## src/rtl/rpm_display.sv

```systemverilog
// Binary RPM value to three-digit BCD (shift-add-3), shown on a multiplexed
// active-low seven-segment display with leading-zero blanking.
module rpm_display #(
  parameter int REFRESH_DIV = 50000
) (
  input  logic        clk,
  input  logic        reset,
  input  logic [7:0]  data_RPM,
  output logic [6:0]  seg,
  output logic [2:0]  an,
  output logic [11:0] bcd,
  output logic        busy
);

  localparam int CW = (REFRESH_DIV > 1) ? $clog2(REFRESH_DIV) : 1;

  typedef enum logic [1:0] {IDLE, SHIFT, DONE} state_t;

  state_t      state, state_nx;
  logic [7:0]  last_val, last_nx;
  logic [7:0]  bin_sr, bin_nx;
  logic [11:0] acc, acc_nx, acc_adj;
  logic [11:0] bcd_nx;
  logic [2:0]  iter, iter_nx;

  logic [CW-1:0] rcnt;
  logic [1:0]    idx;
  logic [3:0]    digit;
  logic          blank;
  logic [2:0]    an_nx;

  function automatic logic [11:0] add3(input logic [11:0] a);
    logic [11:0] r;
    for (int i = 0; i < 3; i++)
      r[4*i +: 4] = (a[4*i +: 4] >= 4'd5) ? a[4*i +: 4] + 4'd3 : a[4*i +: 4];
    return r;
  endfunction

  function automatic logic [6:0] seg7(input logic [3:0] d);
    case (d)
      4'd0:    seg7 = 7'h40;
      4'd1:    seg7 = 7'h79;
      4'd2:    seg7 = 7'h24;
      4'd3:    seg7 = 7'h30;
      4'd4:    seg7 = 7'h19;
      4'd5:    seg7 = 7'h12;
      4'd6:    seg7 = 7'h02;
      4'd7:    seg7 = 7'h78;
      4'd8:    seg7 = 7'h00;
      4'd9:    seg7 = 7'h10;
      default: seg7 = 7'h7F;
    endcase
  endfunction

  assign busy    = (state != IDLE);
  assign acc_adj = add3(acc);

  always_ff @(posedge clk) begin
    if (reset) begin
      state    <= IDLE;
      last_val <= '0;
      bin_sr   <= '0;
      acc      <= '0;
      iter     <= '0;
      bcd      <= '0;
    end else begin
      state    <= state_nx;
      last_val <= last_nx;
      bin_sr   <= bin_nx;
      acc      <= acc_nx;
      iter     <= iter_nx;
      bcd      <= bcd_nx;
    end
  end

  always_comb begin
    state_nx = state;
    last_nx  = last_val;
    bin_nx   = bin_sr;
    acc_nx   = acc;
    iter_nx  = iter;
    bcd_nx   = bcd;
    case (state)
      IDLE: begin
        // input is only looked at here, so changes mid-conversion wait their turn
        if (data_RPM != last_val) begin
          last_nx  = data_RPM;
          bin_nx   = data_RPM;
          acc_nx   = '0;
          iter_nx  = '0;
          state_nx = SHIFT;
        end
      end
      SHIFT: begin
        {acc_nx, bin_nx} = {acc_adj[10:0], bin_sr, 1'b0};
        iter_nx = iter + 3'd1;
        if (iter == 3'd7) state_nx = DONE;
      end
      DONE: begin
        bcd_nx   = acc;
        state_nx = IDLE;
      end
      default: state_nx = IDLE;
    endcase
  end

  always_ff @(posedge clk) begin
    if (reset) begin
      rcnt <= '0;
      idx  <= '0;
    end else if (rcnt == CW'(REFRESH_DIV - 1)) begin
      rcnt <= '0;
      idx  <= (idx == 2'd2) ? 2'd0 : idx + 2'd1;
    end else begin
      rcnt <= rcnt + 1'b1;
    end
  end

  // digit select with leading-zero blanking; units always lit
  always_comb begin
    digit = bcd[3:0];
    blank = 1'b0;
    an_nx = 3'b110;
    case (idx)
      2'd1: begin
        digit = bcd[7:4];
        blank = (bcd[11:8] == 4'd0) && (bcd[7:4] == 4'd0);
        an_nx = 3'b101;
      end
      2'd2: begin
        digit = bcd[11:8];
        blank = (bcd[11:8] == 4'd0);
        an_nx = 3'b011;
      end
      default: ;
    endcase
  end

  always_ff @(posedge clk) begin
    if (reset) begin
      an  <= 3'b111;
      seg <= 7'h7F;
    end else begin
      an  <= an_nx;
      seg <= blank ? 7'h7F : seg7(digit);
    end
  end

endmodule

```

## config.mk

```make
export PLATFORM = sky130hd
export DESIGN_NAME = rpm_display
export DESIGN_NICKNAME = d
export VERILOG_FILES = /design/src/rtl/rpm_display.sv
export SDC_FILE = /design/constraint.sdc
export NUM_CORES = 1
export LEC_CHECK = 0
export CAP_MARGIN = 10
export CORE_MARGIN = 1
export CORE_UTILIZATION = 51
export CTS_CLUSTER_DIAMETER = 120
export CTS_CLUSTER_SIZE = 12
export DETAILED_ROUTE_END_ITERATION = 7
export GPL_TIMING_DRIVEN = 0
export PLACE_DENSITY = 0.75
export SYNTH_ARGS = -nofsm -noshare
export SYNTH_HDL_FRONTEND = slang
export SYNTH_SLANG_ARGS = --single-unit
```

## constraint.sdc

```tcl
create_clock -name clk -period 2 [get_ports clk]
set_clock_uncertainty 0.1 [all_clocks]
set_input_delay 0.3 -clock clk [delete_from_list [all_inputs] [get_ports clk]]
set_output_delay 0.3 -clock clk [all_outputs]
set_load 0.1 [all_outputs]
```

==> results of run 1 <==
==> power by group <==
| group | internal (mW) | switching [mW] |
|---|---|---|
| clock | 0.696 | 0.556 |
| sequential | 1.49 | 0.0276 |
| combinational | 0.0913 | 0.205 |
| total | 2.28 | 0.789 |
==> cell type report <==
| class | count | area, um^2 |
|---|---|---|
| buffer | 18 | 91.34 |
| clock buffer | 10 | 127.6 |
| clock inverter | 5 | 81.33 |
| fill | 556 | 2354 |
| inverter | 13 | 48.80 |
| multi-input combinational | 291 | 1782 |
| sequential | 73 | 1476 |
| tap | 77 | 96.34 |
| timing repair buffer | 34 | 292.8 |
==> cells in the final DEF (no fill, tap or decap), types with 12 or more instances in the layout <==
cell / instances
xnor2_1: 15
inv_1: 12
nand3_1: 35
a21oi_1: 38
dfxtp_2: 12
dlygate4sd2_1: 12
a31oi_1: 13
ha_1: 15
clkbuf_1: 13
dfxtp_1: 61
nand2_1: 60
nor2_1: 35
==> sequential cells by signal, indices dropped and copies added, names as in the netlist <==
name / count
idx: 2
iter: 3
acc: 12
an: 3
rcnt: 16
last_val: 8
bin_sr: 8
state: 2
bcd: 12
seg: 7
==> Yosys cell counts, types with 2 or more instances <==
cell type,count,area (um^2)
dfxtp_1,73,1461
and2_1,2,12.51
xnor2_1,15,131.4
a21oi_2,2,17.52
a31oi_1,13,81.33
nor4_2,2,25.02
inv_1,12,45.04
nand2b_1,10,62.56
nand3_1,35,175.2
o211ai_1,9,67.56
buf_2,2,10.01
clkbuf_1,12,45.04
nor4_1,3,18.77
a21oi_1,38,190.2
nor3_1,6,30.03
a21o_1,2,15.01
a22oi_1,3,22.52
xor2_1,9,78.83
nand4_1,2,12.51
mux2i_1,4,40.04
buf_4,2,15.01
nand2_1,60,225.2
ha_1,16,200.2
o21ai_1,5,25.02
nor2_1,35,131.4
xnor2_2,3,48.80
nor2b_1,2,12.51
o21ai_0,4,20.02
==> worst paths after layout <==
kind	to	slack, ps	cells after the start
worst max-delay path	bcd[9]	40	1
worst min-delay path	an[2]$_SDFF_PP1_	240	2
worst max register to register	seg[3]$_SDFF_PP1_	90	8
worst min register to register	rcnt[0]$_SDFF_PP0_	370	1
==> kinds of logic (layout without fill, tap and decap cells) <==
group | count (synthesis) | count (layout) | synth area share, %
xor+xnor | 27 | 27 | 7.733
flops | 73 | 73 | 43.63
buf+inv | 31 | 80 | 3.996
compound gates | 79 | 79 | 14.08
fa+ha+maj | 16 | 16 | 5.977
mux | 4 | 4 | 1.195
simple gates | 165 | 165 | 23.38
==> metrics by stage <==
stage	area, um^2	setup WS [ps]	hold WS [ps]	std cells
CTS	3981	-202.7	244.2	520
global route	3996	1.349	265.3	521
finish	3996	39.92	245.0	521
floorplan	3362	72.09	317.5	395
detailed placement	3769	-189.9	345.6	503
global placement	3769	-177.3	327.4	503
==> layer usage <==
layer / vias up / part of all wire [%] / routed length (um) / global-route usage (%)
met3: 9 / 4.2 / 307 / 5.964
met1: 1389 / 47 / 3454 / 29.31
met4: 0 / 1.1 / 79 / 8.464
met2: 63 / 48 / 3512 / 36.66
li1: 1447 / - / - / -
met5: - / 0 / 0 / 0
==> what timing repair did <==
item / CTS / global route
endpoints found under the setup margin: 28 / 16
setup buffers: 2 / 1
hold buffers: 0 / 0
gates resized for setup: 28 / 20
hold endpoints to repair: 0 / 0
pin swaps: 0 / 1
==> run summary, run 1 <==
Sink Count: 73
Total core area: 6350 um^2
Yosys warning count: 0
Reg-to-Reg Start: idx[0]$_SDFFE_PP0N_
Longest Clk Path Bufs: 2
Final hold viol count: 0
Min-delay worst type: in2reg
Htree depth: 3
GRT Total Usage: 22.75%
Routed vias/inst: 5.582
Final Power: 3.071 mW
CP Buf/Inv Count: 1
Required @ worst endpoint: 1600 ps
Dominant synthesized flop cell: dfxtp_1
Final setup TNS: 0 ps
Top Family by Delay on Critical Path: buffers and inverters
Skew-Pair Late Insertion Delay: 350 ps
Cell area after synthesis: 3349 um^2
Relative slew slack: 36.44%
Critical Path Fanout Max: 4
FF+latch count, synth: 73
Cells along the critical path: dlygate4sd2_1
Total CTS buffers: 9
Slowest CP cell: dlygate4sd2_1
Die H: 83.04 um
Number of antenna violations at the first check in global routing: 0
Die width: 83.04 um
Synthesized area per cell: 8.480 um^2
Slew @ Worst Pin: 957.2 ps
CTS clk-pin slew, worst paths: 70 ps
Final Max Slew Viols: 0
WL per Instance: 14.12 um
RSZ-0062 raised after global routing: false
CTS tree: done
Via count: 2,908
Port Buffers: 31
First-pass GRT wire length: 12,630 um
Worst vdd ir: 0.4904 mV
Startpoint types: flip-flop
Final WL: 7354 um
CP max stage delay: 850 ps
Layout cells sized above 1: 12.16%
Grt ovf: 0
Root buffer selected by CTS: clkbuf_8
Nets@finish: 466
CP endpoint kind: output pin
Max Cap Viol: 0
Peak Freq: 510.2 MHz
Status: complete, no violations
HP Start: reset
ANT nets after route: 0
Final setup viols: 0
Largest net degree at the start of global routing: 13
Pwr dens: 768.4 nW/um^2
Ant diodes: 0
Initial core utilization: 52.75%
Minimum clock period: 1960 ps
Post-synth EDFFs: 0
Library cells used by synthesis: 42
Leakage: 1.472 nW
Register area share after synthesis: 43.63%
Mapped Cells: 395
Final core occ: 62.94%
Critical path class: reg2out
DRC: 0
Post-DP HPWL: 5008 um
Crit path DAT: 1560 ps
Routability cong.: 0.8725
Area Growth Syn to Fin: 19.31%
Die area: 6896 um^2
Synth async-reset ratio: 0%
Period utilization: 98.00%
Row count: 29
First DRT Iteration DRCs: 110
Critical Path Start: bcd[9]$_SDFFE_PP0N_
Syn Nets: 421
1st-pass router iterations: 4
Top-level port count: 33
Vias in the first global route: 2,708
(Power assumes the default switching activity.)
==> run 2: changes to the inputs <==
- GPL_ROUTABILITY_DRIVEN: unset -> 0
==> results of run 2 <==
The final DEF is identical to that of run 1; final timing and power are the same.
==> patch 1, RTL diff (config.mk and constraints of run 1) <==
Register the input `data_RPM` before use, with the module's reset. The logic sees it one clock later.
--- a/src/rtl/rpm_display.sv
+++ b/src/rtl/rpm_display.sv
@@ -16,4 +16,14 @@
 
   typedef enum logic [1:0] {IDLE, SHIFT, DONE} state_t;
+
+  logic [7:0] data_RPM_q;
+
+  always_ff @(posedge clk) begin
+    if (reset) begin
+      data_RPM_q <= '0;
+    end else begin
+      data_RPM_q <= data_RPM;
+    end
+  end
 
   state_t      state, state_nx;
@@ -84,7 +94,7 @@
       IDLE: begin
         // input is only looked at here, so changes mid-conversion wait their turn
-        if (data_RPM != last_val) begin
-          last_nx  = data_RPM;
-          bin_nx   = data_RPM;
+        if (data_RPM_q != last_val) begin
+          last_nx  = data_RPM_q;
+          bin_nx   = data_RPM_q;
           acc_nx   = '0;
           iter_nx  = '0;
Function: changed (a bounded check fails within 4 cycles, from zero or initial values and one cycle with reset high).
==> patch 1 against run 1 <==
  * Synthesized area increased by 7.3%
  * Total power rose by 4.7%
  * Cell area rose by 8.3%
  * Setup slack got worse by 0.0032 ns
  * Combinational power rose by 18%
  * Wire length up 3.2%
  * Sequential cell count increased by 8
  * Critical endpoint is now bcd[6]
  * Highest routed layer unchanged
==> patch 1: results (changes against run 1) <==
Post-synthesis adder-cell area fraction = 0.0557 (-0.00406)
Synth Area in XOR/XNOR = 0.0634 (-0.0140)
Worst path max stage delay = 0.83 ns (-0.02 ns)
Comb power = 0.351 mW (+18%)
Initial antenna violation count = 0 (unchanged)
Max-Cap Viols = 0 (unchanged)
Largest net degree at the start of global routing = 14 (+1)
Reg clk slew, reported paths = 0.08 ns
Clock root buffer = clkbuf_8
Longest Clk Path Bufs = 2 (unchanged)
Power Internal = 2.37 mW (+3.8%)
Routed met1 length = 3570 um (+3.3%)
Met1 Resource Use GR = 0.283 (-0.00975)
Vias = 3028 (+4.1%)
Net Count, Synth = 441 (+4.8%)
Per-cell routed wire length = 13.5 um (-4.7%)
Share of layout cells above drive strength 1 = 0.141 (+0.0194)
Vias in the first global route = 2745 (+1.4%)
Largest regs = rcnt x16, acc x12, bcd x12
Setup TNS = 0 ns (unchanged)
DRT Pass-1 Iters = 6 (+2)
Dpl hpwl = 5280 um (+5.5%)
Routability cong. = 0.816 (-6.4%)
Vias per cell = 5.37 (-3.8%)
Peak supply drop = 0.403 mV (-18%)
WL met2 = 3550 um (+1.2%)
Gate Count Post-Synth = 415 (+5.1%)
Initial DRC Count = 205 (+86%)
DP Area = 0.00404 mm2 (+7.1%)
H-Tree Depth = 3 (unchanged)
Total Nets Final = 490 (+5.2%)
Max layer used = met4
Result of the run = finished, final reports clean
R2R depth = 8 (unchanged)
Top cells by area, synth = dfxtp_1 (45%), nand2_1 (6.2%), a21oi_1 (5.8%), ha_1 (5.6%), xnor2_1 (4.6%)
Placement Setup Slack = -0.285 ns (-0.0951 ns)
Gr usage total = 0.220 (-0.00748)
Met3 WL = 310 um (+0.98%)
Worst-path fanout max = 4 (unchanged)
Flop pwr share = 0.525 (+0.029)
Inst Count DP = 542 (+7.8%)
Cts bufs inserted = 9 (unchanged)
Met3 usage = 0.0472 (-0.0125)
CP delay by family, top = buffers and inverters
First-pass GRT wire length = 12600 um (+0.11%)
HP Class = flip-flop to flip-flop
Synth Area in Compound Gates = 0.142 (+0.00158)
Mux contribution to synthesized area = 0.0146 (+0.00267)
Post-synthesis sequential area ratio = 0.451 (+0.0149)
Asr flop ratio synth = 0 (unchanged)
Met2 Usage GRT = 0.356 (-0.0102)
Synth top cells by count = dfxtp_1 (81), nand2_1 (59), a21oi_1 (42)
Lkg Pwr = 1.55 nW (+5.6%)
Max-slew headroom = 0.353 (-0.0118)
Slowest CP cell = clkdlybuf4s15_1
Total power = 3.22 mW (+4.7%)
Synth unique cells = 40 (-4.8%)
==> patch 1: final cells by class <==
type / instances / area [um2]
fillers: 565 / 2470
well taps: 96 / 120
plain buffers: 20 / 124
repair buffers: 38 / 332
multi-input cells: 301 / 1870
flip-flops and latches: 81 / 1640
inverters: 13 / 48.8
clock buffers: 10 / 138
clock inverters: 5 / 56.3
==> patch 1: final timing paths <==
check,from,endpoint,slack (ns)
max,bcd[6]$_SDFFE_PP0N_,bcd[6],0.04
min,bin_sr[7]$_SDFFE_PP0P_,acc[0]$_SDFFE_PP0P_,0.36
max reg2reg,idx[0]$_SDFFE_PP0N_,seg[0]$_SDFF_PP1_,0.10
min reg2reg,bin_sr[7]$_SDFFE_PP0P_,acc[0]$_SDFFE_PP0P_,0.36
==> patch 1: repair_timing <==
item	CTS	global route
gates resized for setup	37	22
setup buffers	3	3
hold endpoints to repair	0	0
pin swaps	0	3
gates cloned	0	1
endpoints found under the setup margin	27	27
==> patch 2, RTL diff (settings of run 1) <==
Without the edit above. Set the parameter `REFRESH_DIV` to 12500 (it was 50000).
--- a/src/rtl/rpm_display.sv
+++ b/src/rtl/rpm_display.sv
@@ -2,5 +2,5 @@
 // active-low seven-segment display with leading-zero blanking.
 module rpm_display #(
-  parameter int REFRESH_DIV = 50000
+  parameter int REFRESH_DIV = 12500
 ) (
   input  logic        clk,
Formal check against the unedited RTL: same outputs for any inputs over 10 cycles, from zero or initial values and one cycle with reset high; that may be too few to reach the edited logic, so the function may still have changed.
==> patch 2 against run 1 <==
  * Sequential cell count shrank 2
  * Total power down 1.9%
  * Via count down 2.6%
  * Wire length is 0.75% lower
  * Cell count is 3.1% lower
  * Maximum frequency fell by 1.0%
  * Cell area down 2.3%
  * Synthesized area down 4.1%
  * Synthesized cell count fell by 4.1%
  * Setup slack worse by 0.021 ns
  * Highest routed layer unchanged
==> patch 2: results (changes against run 1) <==
Synth Area in Compound Gates = 0.147 (+0.00648)
Mux contribution to synthesized area = 0.0125 (+0.000517)
WL met2 = 3210 um (-8.5%)
Top cells by area, synth = dfxtp_1 (44%), a21oi_1 (6.5%), ha_1 (6.2%), nand2_1 (6.0%), nand3_1 (5.5%)
Critical Path Source = bcd[6]$_SDFFE_PP0N_
Worst EP arrival = 1.58 ns (+0.02 ns)
WHS Endpoint = rcnt[5]$_SDFF_PP0_
Hold Path Stages = 3 (+1)
Vias in the first global route = 2566 (-5.2%)
Tightest Pin Transition = 0.960 ns (+0.00289 ns)
Routed met1 length = 3530 um (+2.1%)
Dpl hpwl = 5050 um (+0.83%)
Synth Area in XOR/XNOR = 0.0682 (-0.00913)
Fmax = 0.505 GHz (-1.0%)
Share of layout cells above drive strength 1 = 0.126 (+0.00396)
Gate Count Post-Synth = 379 (-4.1%)
Vias per cell = 5.61 (+0.51%)
# resized after CTS = 36 (+29%)
Setup crit end = bcd[6]
Final hold slack = 0.248 ns (+0.00297 ns)
Non-Filler Instances = 505 (-3.1%)
Per-cell routed wire length = 14.5 um (+2.4%)
Post-synthesis adder-cell area fraction = 0.0624 (+0.00259)
Largest regs = rcnt x14, acc x12, bcd x12
Peak supply drop = 0.639 mV (+30%)
Synth top cells by count = dfxtp_1 (71), nand2_1 (51), a21oi_1 (42)
Lkg Pwr = 1.46 nW (-1.1%)
Net Count, Synth = 405 (-3.8%)
Buffers added on ports = 31 (unchanged)
Clock root buffer = clkbuf_8
Gr usage total = 0.237 (+0.00936)
Met3 WL = 384 um (+25%)
Synth unique cells = 40 (-4.8%)
Total Nets Final = 452 (-3.0%)
DP Area = 0.00363 mm2 (-3.8%)
First-pass GRT wire length = 11900 um (-6.2%)
Post-synthesis sequential area ratio = 0.443 (+0.00640)
Result of the run = finished, final reports clean
Routability cong. = 0.880 (+0.87%)
Initial DRC Count = 206 (+87%)
## patch 2: cell types whose count changed after synthesis, moves of 3 or more
cell and change:
nand2_1 -9, nor2_1 -6, o21ai_0 +6, o21ai_1 -5, a21oi_1 +4, xnor2_2 -3, xor2_1 +3
## patch 2: cell type report
type	count	area [um2]
fillers	513	2090
repair buffers	36	318
clock buffers	10	128
flip-flops and latches	71	1430
inverters	12	45.0
clock inverters	5	83.8
multi-input cells	278	1700
well taps	75	93.8
plain buffers	18	98.8
## patch 2: where the power goes
| part | total, mW | internal, mW | switching, mW |
|---|---|---|---|
| logic | 0.286 | 0.0876 | 0.199 |
| registers | 1.48 | 1.45 | 0.0273 |
| clock network | 1.25 | 0.698 | 0.548 |
| total | 3.01 | 2.24 | 0.774 |
## patch 2: layer usage
metal	GRT usage	vias up
met3	0.0427	16
met4	0.114	0
met5	0	-
li1	-	1410
met2	0.359	90
met1	0.322	1317
